==> config.mk <==
export PLATFORM = sky130hd
export DESIGN_NAME = stone_renderer
export DESIGN_NICKNAME = d
export VERILOG_FILES = /design/src/rtl/stone_renderer.sv
export SDC_FILE = /design/constraint.sdc
export NUM_CORES = 1
export LEC_CHECK = 0
export BUFFER_PORTS_ARGS = -buffer_cell sky130_fd_sc_hd__buf_2
export CORE_ASPECT_RATIO = 1.5
export CORE_MARGIN = 3
export CORE_UTILIZATION = 49
export DETAILED_ROUTE_END_ITERATION = 16
export PLACE_DENSITY_LB_ADDON = 0.3
export SYNTH_ARGS = -nofsm -noshare
export SYNTH_HDL_FRONTEND = slang
export SYNTH_SLANG_ARGS = --single-unit
export TNS_END_PERCENT = 20
==> constraint.sdc <==
create_clock -name clock -period 2.86 [get_ports clock]
set_input_delay 0.286 -clock clock [delete_from_list [all_inputs] [get_ports clock]]
set_output_delay 0.286 -clock clock [all_outputs]
set_load 0.03 [all_outputs]
==> src/rtl/stone_renderer.sv <==
// Sprite renderer: scans up to 15 item entries from a synchronous RAM and streams
// a SPRITE x SPRITE block of pixels per visible entry, clipped to the screen.
module stone_renderer #(
    parameter int unsigned SPRITE      = 16,
    parameter int unsigned SCR_W       = 320,
    parameter int unsigned SCR_H       = 240,
    parameter logic [2:0]  COL_STONE   = 3'b111,
    parameter logic [2:0]  COL_GOLD    = 3'b110,
    parameter logic [2:0]  COL_DIAMOND = 3'b011
) (
    input  logic        clock,
    input  logic        resetn,
    input  logic        start,
    input  logic [3:0]  quantity,
    output logic [3:0]  ram_addr,
    input  logic [31:0] ram_q,
    output logic [8:0]  pix_x,
    output logic [7:0]  pix_y,
    output logic [2:0]  pix_colour,
    output logic        plot,
    input  logic        pix_ready,
    output logic        busy,
    output logic        done
);

    typedef enum logic [2:0] {IDLE, ADDR, WAIT, LATCH, DRAW, NEXT, DONE} state_t;

    localparam logic [4:0] LAST  = 5'(SPRITE - 1);
    localparam logic [9:0] W_LIM = 10'(SCR_W);
    localparam logic [9:0] H_LIM = 10'(SCR_H);

    state_t      state_q, state_d;
    logic [3:0]  idx_q, idx_d;
    logic [4:0]  dx_q, dx_d;
    logic [4:0]  dy_q, dy_d;
    logic [8:0]  ex_q, ex_d;
    logic [7:0]  ey_q, ey_d;
    logic [1:0]  etype_q, etype_d;
    logic        evis_q, evis_d;

    logic        plot_q, plot_d;
    logic        done_q, busy_q;
    logic [8:0]  pix_x_q;
    logic [7:0]  pix_y_q;
    logic [2:0]  colour_q, colour_d;
    logic [9:0]  sum_x_d, sum_y_d;
    logic        advance;

    always_comb begin
        state_d = state_q;
        idx_d   = idx_q;
        dx_d    = dx_q;
        dy_d    = dy_q;
        ex_d    = ex_q;
        ey_d    = ey_q;
        etype_d = etype_q;
        evis_d  = evis_q;
        // Clipped slots (plot low) step freely; visible ones wait for the sink.
        advance = plot_q ? pix_ready : 1'b1;

        case (state_q)
            IDLE: begin
                if (start) begin
                    idx_d   = '0;
                    state_d = (quantity == 4'd0) ? DONE : ADDR;
                end
            end
            ADDR:  state_d = WAIT;
            WAIT:  state_d = LATCH;
            LATCH: begin
                ex_d    = ram_q[31:23];
                ey_d    = ram_q[18:11];
                etype_d = ram_q[3:2];
                evis_d  = ram_q[1];
                if (ram_q[1]) begin
                    dx_d    = '0;
                    dy_d    = '0;
                    state_d = DRAW;
                end else begin
                    state_d = NEXT;
                end
            end
            DRAW: begin
                if (advance) begin
                    if (dx_q == LAST) begin
                        dx_d = '0;
                        if (dy_q == LAST) begin
                            dy_d    = '0;
                            state_d = NEXT;
                        end else begin
                            dy_d = dy_q + 5'd1;
                        end
                    end else begin
                        dx_d = dx_q + 5'd1;
                    end
                end
            end
            NEXT: begin
                if (({1'b0, idx_q} + 5'd1) >= {1'b0, quantity}) begin
                    state_d = DONE;
                end else begin
                    idx_d   = idx_q + 4'd1;
                    state_d = ADDR;
                end
            end
            DONE:    state_d = IDLE;
            default: state_d = IDLE;
        endcase

        // Outputs are registered from next-state values so they align with state_q.
        sum_x_d = {1'b0, ex_d} + {5'b0, dx_d};
        sum_y_d = {2'b0, ey_d} + {5'b0, dy_d};
        plot_d  = (state_d == DRAW) && (sum_x_d < W_LIM) && (sum_y_d < H_LIM);

        case (etype_d)
            2'd0:    colour_d = COL_STONE;
            2'd1:    colour_d = COL_GOLD;
            default: colour_d = COL_DIAMOND;
        endcase
    end

    always_ff @(posedge clock) begin
        if (!resetn) begin
            state_q  <= IDLE;
            idx_q    <= '0;
            dx_q     <= '0;
            dy_q     <= '0;
            ex_q     <= '0;
            ey_q     <= '0;
            etype_q  <= '0;
            evis_q   <= 1'b0;
            plot_q   <= 1'b0;
            done_q   <= 1'b0;
            busy_q   <= 1'b0;
            pix_x_q  <= '0;
            pix_y_q  <= '0;
            colour_q <= '0;
        end else begin
            state_q  <= state_d;
            idx_q    <= idx_d;
            dx_q     <= dx_d;
            dy_q     <= dy_d;
            ex_q     <= ex_d;
            ey_q     <= ey_d;
            etype_q  <= etype_d;
            evis_q   <= evis_d;
            plot_q   <= plot_d;
            done_q   <= (state_d == DONE);
            busy_q   <= (state_d != IDLE);
            pix_x_q  <= sum_x_d[8:0];
            pix_y_q  <= sum_y_d[7:0];
            colour_q <= colour_d;
        end
    end

    assign ram_addr   = idx_q;
    assign pix_x      = pix_x_q;
    assign pix_y      = pix_y_q;
    assign pix_colour = colour_q;
    assign plot       = plot_q;
    assign busy       = busy_q;
    assign done       = done_q;

    logic unused_bits;
    assign unused_bits = ^{ram_q[22:19], ram_q[10:4], ram_q[0], evis_q};

endmodule

==> results.md <==
* CP arrival at roughly 3.1 ns
* Critical path launch point type: flop
* Initial antenna violation count at 0
* Worst-path maximum fanout at 8
* Post-layout util at 0.659
* Worst Setup End Kind: flop
* Min Tclk post-route at 2.79 ns
* Clk root buf: clkbuf_8
* Post-synthesis compound-gate area fraction at 0.165
* Largest family of logic cells by synthesized area: simple AND/OR/NAND/NOR gates
* Peak supply drop at 0.313 mV
* Seq/Total Area, Yosys at 0.389
* First-pass GRT wire length at 11.3 mm
* Share of post-route cells with drive strength above 1 at 0.349
* Pwr per Cell Area at ~460 nW/um^2
* DIE WIDTH at about 70 um
* Synth Area in Adders at 0.0833
* Hold Startpoint: ram_q[2]
* LEAKAGE at 0.00185 uW
* Area Growth Syn to Fin at 28.4%
* TritonCTS clock tree: yes
* Worst Clk Skew at 0.00949 ns
* Reg clk slew, reported paths at approximately 0.07 ns
* Netlist cell types at between 50 and 60
* Via density at 5.33
* FP Rows at 34
* Outcome: finished, final reports clean
* Hpwl dp at 4.98 mm
* Tot GR Track Use at 0.199
* Reg2reg setup slack at 0.07 ns
* DRT iter0 DRCs at 153
* Net count, final at 469
* Synth Area in Simple Gates at 0.207
* Post-placement cell count at 467
* Primary FF master, synth: dfxtp_1
* Critical Path RT at between 3 and 4 ns
* Critical path origin: state_q[1]$_SDFF_PN0_
* Fmax at 0.358 GHz
* Routed via count at 2,596
* Yosys reg bits at 59
* CTS buffer count at 9
* Die height at 102 um
* Routed Antenna Nets at 0
* Overflow after GRT at 0
* IO Pins at 67
* Post-Synthesis Cells at 323
* H-tree lvl count at 3
* Final hold vios at 0
* Hold_ws at 0.219 ns
* Mux share of post-synthesis cell area at 0.0812
* CTS max path bufs at 2
* Final std cells w/o fill at 487
* Wire length per cell at about 14 um
* RSZ-0062 raised after global routing: yes
* Setup CP Type: flop to flop
* Core area at 5910 um^2
* Largest net degree at the start of global routing at 30
* Iteration count of the initial detailed-routing pass at 5
* Post-Syn Area at 3040 um^2
* Final WL at between 6 and 7 mm
* Synth Area in XOR/XNOR at 0.0289
* Ys Warns at 0
* Clock Latency Late Sink at 0.34 ns
* DRC errors left at 0
* Gpl congestion at ~0.84
* Avg Cell Area, Syn at roughly 9.4 um^2
* Post-synthesis net count at 382
* Slew Viols, Final at 0
* # setup viols final at 0
* Hold_buf cts at 0
* Relative slew slack at 0.746
* Antenna cells at 0
* IO Port Bufs at 54
* Hold Crit Class: input port to flop
* Initial Util at 0.513
* Die area at 7190 um^2
* Post-synth ARST share at 0
* Reg2reg start: state_q[1]$_SDFF_PN0_
* Post-synth EDFFs at 0
* # clock sinks at 59
* Max Cap Viol at 0
* Vias in the first global route at 2,566
* Part of the cycle the worst path needs at 0.977
* Actual slew at the worst max-slew pin at between 0.3 and 0.4 ns
layout make-up:
| cell class | instances | area [um^2] |
|---|---|---|
| Clock buffer | 10 | 128 |
| Clock inverter | 6 | 42.5 |
| Fill cell | 481 | 2020 |
| Inverter | 17 | 63.8 |
| Multi-Input combinational cell | 236 | 1870 |
| Sequential cell | 59 | 1180 |
| Tap cell | 72 | 90.1 |
| Timing Repair Buffer | 87 | 522 |
repair_timing:
| item | 4_1_cts | 5_1_grt |
|---|---|---|
| buffers inserted | 1 | 3 |
| pin swaps | 7 | 17 |
| resized for setup | 13 | 26 |
| setup endpoints to repair | 2 | 9 |
critical path, cell delays in order, from the launching register on:
cell	delay, ns
dfxtp_1	0.31
or3b_4	0.49
nor3_4	0.18
a22o_1	0.20
ha_2	0.21
inv_1	0.06
fa_1	0.38
nor2b_1	0.17
o21ai_1	0.10
a21boi_1	0.20
a21o_1	0.13
o21ai_1	0.08
a211oi_2	0.21
stage by stage:
stage	setup slack, ns	total power, uW	instance area [um^2]	TNS (ns)
floorplan	0.0853	1050	3040	0
global placement	-0.00555	1120	3540	-0.00555
detailed placement	-0.102	1130	3540	-0.159
CTS	0.0168	1780	3750	0
global route	-0.105	1870	3900	-0.285
finish	0.0668	1780	3900	0
flip-flops by register name, indices dropped and copies added, names as in the netlist:
| register | flops |
|---|---|
| busy | 1 |
| done | 1 |
| dx_q | 5 |
| dy_q | 5 |
| etype_q | 2 |
| ex_q | 9 |
| ey_q | 8 |
| pix_colour | 3 |
| pix_x | 9 |
| pix_y | 8 |
| plot | 1 |
| ram_addr | 4 |
| state_q | 3 |
Yosys cell counts, drive strengths merged, types with 4 or more instances:
| master | instances | area, um^2 |
|---|---|---|
| xor2 | 5 | 43.8 |
| buf | 6 | 53.8 |
| a22o | 5 | 43.8 |
| nor3 | 5 | 36.3 |
| a211oi | 4 | 35.0 |
| mux2 | 8 | 90.1 |
| a21oi | 11 | 55.1 |
| nand2b | 4 | 27.5 |
| o211ai | 5 | 37.5 |
| mux2i | 14 | 156 |
| dfxtp | 59 | 1180 |
| nor2b | 4 | 25.0 |
| ha | 17 | 213 |
| clkbuf | 5 | 18.8 |
| nand3 | 6 | 30.0 |
| o21ai | 29 | 145 |
| nand2 | 11 | 41.3 |
| inv | 17 | 63.8 |
| xnor2 | 5 | 43.8 |
| o21a | 5 | 37.5 |
| nor2 | 39 | 149 |
| and2 | 21 | 131 |
cells by family after synthesis:
group,after synthesis
AND/OR/NAND/NOR,108
AO/OA/AOI/OAI,77
flip-flops,59
buffers and inverters,28
multiplexers,22
adder cells (fa/ha/maj),19
XOR/XNOR,10
where the power goes:
group,switching [uW],internal [uW]
registers,10.5,850
clock network,340,313
logic,157,113
layout by cell type, fill, tap and decap left out, types with 4 or more instances in the layout:
master	count
dfxtp_1	57
buf_2	54
nor2_1	37
buf_4	32
and2_1	21
inv_1	13
o21ai_1	13
o21ai_0	11
ha_1	11
mux2i_1	10
nand2_1	9
clkbuf_8	9
mux2_1	8
a21oi_1	8
nand3_1	6
a22o_1	5
xor2_1	5
o211ai_1	5
inv_2	4
o21a_1	4
nor2b_1	4
xnor2_1	4
nor3_1	4
routing by layer:
layer | track usage | part of all wire
met5 | 0 | 0
met4 | 0.0988 | 0.016
met3 | 0.0551 | 0.035
met2 | 0.346 | 0.52
met1 | 0.222 | 0.42
path summary, 6_finish.rpt:
path,endpoint,depth (start not counted)
worst max register to register,plot$_SDFF_PN0_,12
worst min register to register,etype_q[0]$_SDFF_PN0_,2
worst min-delay path,etype_q[0]$_SDFF_PN0_,3
worst max-delay path,plot$_SDFF_PN0_,12
No activity file was read; power rests on OpenSTA's default activity.
